$ cat src/rtl/sm4_pkg.sv
`default_nettype none
// ============================================================================
// Module   : sm4_pkg
// Brief    : SM4 key-schedule types, constants, S-box and round helpers.
// Revision : 1.0
// ============================================================================
package sm4_pkg;

    typedef logic [31:0] word_t;

    typedef enum logic [1:0] {
        ST_IDLE   = 2'd0,
        ST_EXPAND = 2'd1,
        ST_DONE   = 2'd2
    } state_t;

    localparam int           RK_CNT = 32;
    localparam logic [127:0] FK     = 128'hA3B1BAC6_56AA3350_677D9197_B27022DC;

    localparam logic [7:0] SM4_SBOX [256] = '{
        8'hd6, 8'h90, 8'he9, 8'hfe, 8'hcc, 8'he1, 8'h3d, 8'hb7, 8'h16, 8'hb6, 8'h14, 8'hc2, 8'h28, 8'hfb, 8'h2c, 8'h05,
        8'h2b, 8'h67, 8'h9a, 8'h76, 8'h2a, 8'hbe, 8'h04, 8'hc3, 8'haa, 8'h44, 8'h13, 8'h26, 8'h49, 8'h86, 8'h06, 8'h99,
        8'h9c, 8'h42, 8'h50, 8'hf4, 8'h91, 8'hef, 8'h98, 8'h7a, 8'h33, 8'h54, 8'h0b, 8'h43, 8'hed, 8'hcf, 8'hac, 8'h62,
        8'he4, 8'hb3, 8'h1c, 8'ha9, 8'hc9, 8'h08, 8'he8, 8'h95, 8'h80, 8'hdf, 8'h94, 8'hfa, 8'h75, 8'h8f, 8'h3f, 8'ha6,
        8'h47, 8'h07, 8'ha7, 8'hfc, 8'hf3, 8'h73, 8'h17, 8'hba, 8'h83, 8'h59, 8'h3c, 8'h19, 8'he6, 8'h85, 8'h4f, 8'ha8,
        8'h68, 8'h6b, 8'h81, 8'hb2, 8'h71, 8'h64, 8'hda, 8'h8b, 8'hf8, 8'heb, 8'h0f, 8'h4b, 8'h70, 8'h56, 8'h9d, 8'h35,
        8'h1e, 8'h24, 8'h0e, 8'h5e, 8'h63, 8'h58, 8'hd1, 8'ha2, 8'h25, 8'h22, 8'h7c, 8'h3b, 8'h01, 8'h21, 8'h78, 8'h87,
        8'hd4, 8'h00, 8'h46, 8'h57, 8'h9f, 8'hd3, 8'h27, 8'h52, 8'h4c, 8'h36, 8'h02, 8'he7, 8'ha0, 8'hc4, 8'hc8, 8'h9e,
        8'hea, 8'hbf, 8'h8a, 8'hd2, 8'h40, 8'hc7, 8'h38, 8'hb5, 8'ha3, 8'hf7, 8'hf2, 8'hce, 8'hf9, 8'h61, 8'h15, 8'ha1,
        8'he0, 8'hae, 8'h5d, 8'ha4, 8'h9b, 8'h34, 8'h1a, 8'h55, 8'had, 8'h93, 8'h32, 8'h30, 8'hf5, 8'h8c, 8'hb1, 8'he3,
        8'h1d, 8'hf6, 8'he2, 8'h2e, 8'h82, 8'h66, 8'hca, 8'h60, 8'hc0, 8'h29, 8'h23, 8'hab, 8'h0d, 8'h53, 8'h4e, 8'h6f,
        8'hd5, 8'hdb, 8'h37, 8'h45, 8'hde, 8'hfd, 8'h8e, 8'h2f, 8'h03, 8'hff, 8'h6a, 8'h72, 8'h6d, 8'h6c, 8'h5b, 8'h51,
        8'h8d, 8'h1b, 8'haf, 8'h92, 8'hbb, 8'hdd, 8'hbc, 8'h7f, 8'h11, 8'hd9, 8'h5c, 8'h41, 8'h1f, 8'h10, 8'h5a, 8'hd8,
        8'h0a, 8'hc1, 8'h31, 8'h88, 8'ha5, 8'hcd, 8'h7b, 8'hbd, 8'h2d, 8'h74, 8'hd0, 8'h12, 8'hb8, 8'he5, 8'hb4, 8'hb0,
        8'h89, 8'h69, 8'h97, 8'h4a, 8'h0c, 8'h96, 8'h77, 8'h7e, 8'h65, 8'hb9, 8'hf1, 8'h09, 8'hc5, 8'h6e, 8'hc6, 8'h84,
        8'h18, 8'hf0, 8'h7d, 8'hec, 8'h3a, 8'hdc, 8'h4d, 8'h20, 8'h79, 8'hee, 8'h5f, 8'h3e, 8'hd7, 8'hcb, 8'h39, 8'h48
    };

    function automatic logic [7:0] sm4_sbox_f(input logic [7:0] x);
        return SM4_SBOX[x];
    endfunction

    function automatic word_t sbox_32b(input word_t x);
        return {sm4_sbox_f(x[31:24]), sm4_sbox_f(x[23:16]), sm4_sbox_f(x[15:8]), sm4_sbox_f(x[7:0])};
    endfunction

    function automatic word_t rotl_f(input word_t x, input int n);
        return (x << n) | (x >> (32 - n));
    endfunction

    // Key-schedule linear transform L'
    function automatic word_t lkey_f(input word_t b);
        return b ^ rotl_f(b, 13) ^ rotl_f(b, 23);
    endfunction

    // Data-path linear transform L, shared with the round datapath
    function automatic word_t lenc_f(input word_t b);
        return b ^ rotl_f(b, 2) ^ rotl_f(b, 10) ^ rotl_f(b, 18) ^ rotl_f(b, 24);
    endfunction

    // CK byte j of round i is (4i+j)*7 mod 256, most significant byte first
    function automatic word_t ck_f(input logic [4:0] round);
        word_t ck;
        ck = '0;
        for (int j = 0; j < 4; j++) begin
            ck[31-8*j -: 8] = 8'((4 * int'(round) + j) * 7);
        end
        return ck;
    endfunction

endpackage
`default_nettype wire

$ cat src/rtl/sm4_key_sched_if.sv
`default_nettype none
// ============================================================================
// Module   : sm4_key_sched_if
// Brief    : Key-load, round-key stream and store read port bundle.
// Revision : 1.0
// ============================================================================
interface sm4_key_sched_if #(
    parameter int RPC = 1
);
    logic [127:0]      MK_i;
    logic              MK_VALID_i;
    logic              MK_READY_o;
    logic [32*RPC-1:0] RK_o;
    logic [4:0]        RK_IDX_o;
    logic              RK_VALID_o;
    logic              KEYS_VALID_o;
    logic [4:0]        RD_IDX_i;
    logic              RD_DEC_i;
    logic [31:0]       RD_RK_o;

    modport master (
        output MK_i, MK_VALID_i, RD_IDX_i, RD_DEC_i,
        input  MK_READY_o, RK_o, RK_IDX_o, RK_VALID_o, KEYS_VALID_o, RD_RK_o
    );

    modport slave (
        input  MK_i, MK_VALID_i, RD_IDX_i, RD_DEC_i,
        output MK_READY_o, RK_o, RK_IDX_o, RK_VALID_o, KEYS_VALID_o, RD_RK_o
    );
endinterface
`default_nettype wire

$ cat src/rtl/sm4_key_round.sv
`default_nettype none
// ============================================================================
// Module   : sm4_key_round
// Brief    : One combinational SM4 key round, K4 = K0 ^ L'(S(K1^K2^K3^CK)).
// Revision : 1.0
// ============================================================================
module sm4_key_round
    import sm4_pkg::*;
(
    input  word_t i_k0,
    input  word_t i_k1,
    input  word_t i_k2,
    input  word_t i_k3,
    input  word_t i_ck,
    output word_t o_k4
);
    word_t w_sub;

    assign w_sub = sbox_32b(i_k1 ^ i_k2 ^ i_k3 ^ i_ck);
    assign o_k4  = i_k0 ^ lkey_f(w_sub);
endmodule
`default_nettype wire

$ cat src/rtl/sm4_key_sched.sv
`default_nettype none
// ============================================================================
// Module   : sm4_key_sched
// Brief    : Iterative SM4 key expansion, RPC rounds/clock, optional 32-entry store.
// Revision : 1.0
// ============================================================================
module sm4_key_sched
    import sm4_pkg::*;
#(
    parameter int RPC       = 1,
    parameter int KEY_STORE = 1
) (
    input  logic           CLK_i,
    input  logic           RST_i,
    sm4_key_sched_if.slave bus
);
    state_t            r_state;
    state_t            w_state_nxt;
    logic              w_ready;
    logic              w_accept;
    logic              w_last;
    logic [5:0]        r_cnt;
    word_t             r_k [4];
    word_t             w_kc [RPC+4];
    logic [32*RPC-1:0] w_rk_nxt;
    logic [32*RPC-1:0] r_rk;
    logic [4:0]        r_rk_idx;
    logic              r_rk_valid;
    logic              r_keys_valid;

    assign w_ready  = (r_state != ST_EXPAND);
    assign w_accept = bus.MK_VALID_i & w_ready;
    assign w_last   = (r_cnt == 6'(RK_CNT - RPC));

    always_ff @(posedge CLK_i or posedge RST_i) begin
        if (RST_i) begin
            r_state <= ST_IDLE;
        end else begin
            r_state <= w_state_nxt;
        end
    end

    always_comb begin
        w_state_nxt = r_state;
        case (r_state)
            ST_IDLE,
            ST_DONE:   if (w_accept) w_state_nxt = ST_EXPAND;
            ST_EXPAND: if (w_last)   w_state_nxt = ST_DONE;
            default:   w_state_nxt = ST_IDLE;
        endcase
    end

    // Rounds cnt..cnt+RPC-1 chained combinationally; w_kc[i+4] is rk(cnt+i)
    generate
        for (genvar g = 0; g < 4; g++) begin : g_seed
            assign w_kc[g] = r_k[g];
        end
        for (genvar g = 0; g < RPC; g++) begin : g_round
            word_t w_ck;
            assign w_ck = ck_f(r_cnt[4:0] + 5'(g));
            sm4_key_round u_round (
                .i_k0 (w_kc[g]),
                .i_k1 (w_kc[g+1]),
                .i_k2 (w_kc[g+2]),
                .i_k3 (w_kc[g+3]),
                .i_ck (w_ck),
                .o_k4 (w_kc[g+4])
            );
            assign w_rk_nxt[32*g +: 32] = w_kc[g+4];
        end
    endgenerate

    always_ff @(posedge CLK_i or posedge RST_i) begin
        if (RST_i) begin
            for (int i = 0; i < 4; i++) r_k[i] <= '0;
            r_cnt        <= '0;
            r_rk         <= '0;
            r_rk_idx     <= '0;
            r_rk_valid   <= 1'b0;
            r_keys_valid <= 1'b0;
        end else begin
            r_rk_valid <= 1'b0;
            if (w_accept) begin
                for (int i = 0; i < 4; i++) begin
                    r_k[i] <= bus.MK_i[127-32*i -: 32] ^ FK[127-32*i -: 32];
                end
                r_cnt        <= '0;
                r_keys_valid <= 1'b0;
            end else if (r_state == ST_EXPAND) begin
                for (int i = 0; i < 4; i++) r_k[i] <= w_kc[RPC+i];
                r_cnt      <= r_cnt + 6'(RPC);
                r_rk       <= w_rk_nxt;
                r_rk_idx   <= r_cnt[4:0];
                r_rk_valid <= 1'b1;
                if (w_last) r_keys_valid <= 1'b1;
            end
        end
    end

    generate
        if (KEY_STORE != 0) begin : g_store
            word_t       r_mem [RK_CNT];
            logic [4:0]  w_rd_addr;
            logic [31:0] r_rd_rk;

            assign w_rd_addr = bus.RD_DEC_i ? (5'd31 - bus.RD_IDX_i) : bus.RD_IDX_i;

            // Contents survive reset; KEYS_VALID_o qualifies them
            always_ff @(posedge CLK_i) begin
                if (r_state == ST_EXPAND) begin
                    for (int i = 0; i < RPC; i++) begin
                        r_mem[r_cnt[4:0] + 5'(i)] <= w_kc[i+4];
                    end
                end
            end

            always_ff @(posedge CLK_i or posedge RST_i) begin
                if (RST_i) begin
                    r_rd_rk <= '0;
                end else begin
                    r_rd_rk <= r_mem[w_rd_addr];
                end
            end

            assign bus.RD_RK_o = r_rd_rk;
        end else begin : g_no_store
            assign bus.RD_RK_o = '0;
        end
    endgenerate

    assign bus.MK_READY_o   = w_ready;
    assign bus.RK_o         = r_rk;
    assign bus.RK_IDX_o     = r_rk_idx;
    assign bus.RK_VALID_o   = r_rk_valid;
    assign bus.KEYS_VALID_o = r_keys_valid;
endmodule
`default_nettype wire
$ cat src/flat_wrapper.sv
// flat-port wrapper written by rule: the top's interface ports become plain ports
module sm4_key_sched_flat import sm4_pkg::*;
#(
    parameter int RPC       = 1,
    parameter int KEY_STORE = 1
)
  (CLK_i, RST_i, bus_MK_i, bus_MK_VALID_i, bus_RD_IDX_i, bus_RD_DEC_i, bus_MK_READY_o, bus_RK_o, bus_RK_IDX_o, bus_RK_VALID_o, bus_KEYS_VALID_o, bus_RD_RK_o);
  sm4_key_sched_if #(.RPC(RPC)) bus_i ();
  input  logic CLK_i;
  input  logic RST_i;
  input wire logic [$bits(bus_i.MK_i)-1:0] bus_MK_i;
  input wire logic [$bits(bus_i.MK_VALID_i)-1:0] bus_MK_VALID_i;
  input wire logic [$bits(bus_i.RD_IDX_i)-1:0] bus_RD_IDX_i;
  input wire logic [$bits(bus_i.RD_DEC_i)-1:0] bus_RD_DEC_i;
  output wire logic [$bits(bus_i.MK_READY_o)-1:0] bus_MK_READY_o;
  output wire logic [$bits(bus_i.RK_o)-1:0] bus_RK_o;
  output wire logic [$bits(bus_i.RK_IDX_o)-1:0] bus_RK_IDX_o;
  output wire logic [$bits(bus_i.RK_VALID_o)-1:0] bus_RK_VALID_o;
  output wire logic [$bits(bus_i.KEYS_VALID_o)-1:0] bus_KEYS_VALID_o;
  output wire logic [$bits(bus_i.RD_RK_o)-1:0] bus_RD_RK_o;
  assign bus_i.MK_i = bus_MK_i;
  assign bus_i.MK_VALID_i = bus_MK_VALID_i;
  assign bus_i.RD_IDX_i = bus_RD_IDX_i;
  assign bus_i.RD_DEC_i = bus_RD_DEC_i;
  assign bus_MK_READY_o = bus_i.MK_READY_o;
  assign bus_RK_o = bus_i.RK_o;
  assign bus_RK_IDX_o = bus_i.RK_IDX_o;
  assign bus_RK_VALID_o = bus_i.RK_VALID_o;
  assign bus_KEYS_VALID_o = bus_i.KEYS_VALID_o;
  assign bus_RD_RK_o = bus_i.RD_RK_o;
  sm4_key_sched #(.RPC(RPC), .KEY_STORE(KEY_STORE)) u_core (.CLK_i(CLK_i), .RST_i(RST_i), .bus(bus_i));
endmodule
$ cat config.mk
export PLATFORM = sky130hd
export DESIGN_NAME = sm4_key_sched_flat
export DESIGN_NICKNAME = d
export VERILOG_FILES = /design/src/rtl/sm4_pkg.sv /design/src/rtl/sm4_key_sched_if.sv /design/src/rtl/sm4_key_round.sv /design/src/rtl/sm4_key_sched.sv /design/src/flat_wrapper.sv
export SDC_FILE = /design/constraint.sdc
export NUM_CORES = 2
export LEC_CHECK = 0
export ABC_CLOCK_PERIOD_IN_PS = 20200
export BUFFER_PORTS_ARGS = -buffer_cell sky130_fd_sc_hd__buf_2
export CAP_MARGIN = 10
export CORE_MARGIN = 2
export CORE_UTILIZATION = 50
export CTS_BUF_LIST = sky130_fd_sc_hd__clkbuf_8
export DETAILED_ROUTE_END_ITERATION = 10
export PLACE_DENSITY_LB_ADDON = 0.05
export SYNTH_ARGS = -nofsm -noshare
export SYNTH_HDL_FRONTEND = slang
export SYNTH_HIERARCHICAL = 1
export SYNTH_SLANG_ARGS = --single-unit
export TNS_END_PERCENT = 30
$ cat constraint.sdc
create_clock -name CLK_i -period 20.2 [get_ports CLK_i]
set_clock_uncertainty 0.05 [all_clocks]
set_input_delay 2.02 -clock CLK_i [delete_from_list [all_inputs] [get_ports CLK_i]]
set_output_delay 2.02 -clock CLK_i [all_outputs]
set_load 0.02 [all_outputs]
==> flow_metrics.tcl <==
set metrics [dict create \
    slew_violations 0 \
    grt_usage_pct 35.2 \
    ys_ff_latch 1231 \
    path_max_fanout 51 \
    ant_nets 0 \
    vias 56500 \
    initial_core_util_pct 50.4 \
    cts-buffers-inserted 204 \
    synthToLayoutAreaGrowth_pct 9.84 \
    synth_flop_cell "edfxtp_1" \
    synthDistinctLibCells 107 \
    arrival_ns 7.49 \
    fin_tns_setup_ns 0 \
    clock_path_buffers 3 \
    worstPathRequired_ns 20.99 \
    die_area_sq_mm 0.146 \
    synth_edf_count 1024 \
    via_per_inst 7.00 \
    rows 138 \
    h-tree-depth 4 \
    hold_violations 0 \
    yosysSeqAreaShare_pct 50.4 \
    clock_sinks 1231 \
    cpPeakStageDelay_ns 0.66 \
    final_cell_mix "edfxtp_1 (1024), mux2i_1 (589), nand2_1 (579)" \
    cts_hold_buffers 0 \
    clk_latency_ns 0.95 \
    post-cts-setup-buffers 0 \
    relSlewSlack_pct 16.2 \
    criticalPathCategory "register to register" \
    die_h_um 382 \
    antenna_found_initial 10 \
    slowest_stage "dfrtp_1" \
    postSynthCellCount 5944 \
    drive_above_1_share_pct 18.4 \
    synthTopCellsByArea "edfxtp_1 (43%), mux4_2 (8.5%), mux2i_1 (8.3%)" \
    io_buffers 208 \
    core_sq_mm 0.142 \
    maxCapViolCount 0 \
    final_util_pct 55.3 \
    n_fill_cell 12200 \
    cts_tree "done" \
    synth.largest_area_cell "edfxtp_1" \
    detail_route.wl_per_cell_um 32.4 \
    grt_start_max_net_pins 129 \
    clock.fmax_ghz 0.149 \
    grt_pass1_wl_um 379000 \
    period_needed_ns 6.70 \
    nNetsFinal 6185 \
    grt_pass1_vias 54600 \
    cts_resized 0 \
    rsz0062_at_grt "no" \
    dp.cells 7677 \
    cp-end-kind "register" \
    layout.cells.non_filler 8060 \
    yosys_warnings 6 \
    grt-ovfl-total 0 \
    io_pins 209 \
    drc_errors 0 \
    place_area_sq_mm 0.0743 \
    synth.cell_area_sq_mm 0.0713 \
    syn_area_per_cell_sq_um 12.0 \
    place_congestion 0.997 \
    start_kind "register" \
    hold_class "register to register" \
    async_reset_ff_share_pct 16.8 \
    firstDrtPassIters 7 \
    synth_top_area_share_pct 43.1 \
    place_hpwl_um 155000 \
    final_common_cell "edfxtp_1" \
    wirelength_um 262000 \
    cts_root_buf "clkbuf_8" \
    cp_cell_sequence "inv_1, ha_1, xor2_1, inv_1, xor2_1, xnor2_2, buf_4, nand2_1, o21ai_0, a221oi_1, o21ai_0, nand4_1, nand3_1, xor2_1, xnor2_2, buf_4, nand2_1, o21ai_0" \
    drtIter0Drc 7868 \
    fin_area_sq_mm 0.0783 \
    worst_pin_slew_ns 1.25 \
    finalSetupViolations 0 \
    status "complete, no violations" \
    period_share_pct 33.2 \
    clk_pin_slew_ns 0.06 \
    die_x_um 382 \
]
## final cells by class
cell class	count	area (sq um)	area share, %
sequential	1231	35900	45.9
multi-input combinational	4121	33300	42.5
clock buffer	224	3080	3.94
timing repair buffer	392	2540	3.25
tap	1890	2360	3.02
clock inverter	155	892	1.14
inverter	43	179	0.228
antenna	4	10.0	0.0128
## state kept, by name, indices dropped and copies added, names as in the netlist
signal / cells
u_core/bus.RK_VALID_o: 1
u_core/bus.RK_o: 32
u_core/bus.RK_IDX_o: 5
u_core/bus.KEYS_VALID_o: 1
u_core/r_k: 128
u_core/bus.RD_RK_o: 32
u_core/g_store.r_mem: 1024
u_core/r_state: 2
u_core/r_cnt: 6
## metrics by stage
step                      hold slack, ns  setup slack (ns)
after floorplan                    0.402             12.48
after global placement             0.408             13.70
after detailed placement           0.408             13.67
after CTS                          0.429             13.67
after global routing               0.450             13.11
final                              0.425             13.50
## worst paths after layout
path | startpoint | end | slack (ns) | cells past startpoint
worst max-delay path | u_core/r_cnt[0]$_DFFE_PP0P_ | u_core/r_k[27]$_DFFE_PP0P_ | 13.50 | 18
worst min-delay path | u_core/bus.RK_IDX_o[4]$_DFFE_PP0P_ | u_core/bus.RK_IDX_o[4]$_DFFE_PP0P_ | 0.43 | 2
worst max register to register | u_core/r_cnt[0]$_DFFE_PP0P_ | u_core/r_k[27]$_DFFE_PP0P_ | 13.50 | 18
worst min register to register | u_core/bus.RK_IDX_o[4]$_DFFE_PP0P_ | u_core/bus.RK_IDX_o[4]$_DFFE_PP0P_ | 0.43 | 2
max in group asynchronous | RST_i | u_core/r_k[95]$_DFFE_PP0P_ | 17.74 | 3
min in group asynchronous | RST_i | u_core/bus.RK_o[12]$_DFFE_PP0P_ | 1.01 | 2
## cells in the mapped netlist, types with 10 or more instances
master	count
o22ai_1	46
a311oi_1	28
nor2_1	274
a221o_1	46
a32o_1	32
a221oi_2	31
mux2i_1	589
buf_6	22
a31oi_1	40
a211o_1	11
a22oi_1	207
o21ai_1	60
buf_1	30
nand2_1	579
o31ai_1	20
nand4_1	19
nand3_1	74
nor3_1	65
a32oi_1	16
mux4_2	268
dfrtp_1	207
a21o_1	15
and2_1	11
a211oi_1	45
o221ai_1	38
a221oi_1	179
buf_4	49
buf_2	170
o32ai_1	11
xor2_1	76
o211ai_1	65
nor4_1	10
o21ai_0	533
edfxtp_1	1024
nand2b_1	11
o2111ai_1	23
a21oi_1	290
inv_1	33
xnor2_1	144
clkbuf_1	269
a2111oi_0	16
ha_1	47
o311ai_0	27
## worst max-delay path: cells and delay by family (launching register included)
| family | cells | cell delay (ns) |
|---|---|---|
| buf+inv | 4 | 1.44 |
| flops | 1 | 0.66 |
| simple gates | 4 | 1.38 |
| compound gates | 4 | 1.03 |
| xor+xnor | 5 | 1.46 |
| fa+ha+maj | 1 | 0.51 |
## routing by layer
| layer | part of all wire (%) | global-route usage, % | up-vias | routed length (um) |
|---|---|---|---|---|
| li1 | - | - | 23700 | - |
| met4 | 4.6 | 14.6 | 10 | 12100 |
| met1 | 40 | 48.7 | 28400 | 105000 |
| met5 | 0.024 | 0 | - | 62 |
| met3 | 10 | 7.52 | 739 | 26400 |
| met2 | 45 | 54.1 | 3646 | 118000 |
## kinds of logic after synthesis
group	Yosys count	share of synthesized area, %
AOI/OAI and AO/OA	1870	18.0
DFF	1231	50.4
and+or+nand+nor	1089	6.40
muxes	861	16.8
buffers and inverters	598	4.22
xor gates and xnor gates	237	3.11
adders and majority gates	56	1.06
other	2	0.0105
Power is left out: the tool's default activity adds up to more than one toggle a clock period on the data nets, which glitch-free logic cannot reach.
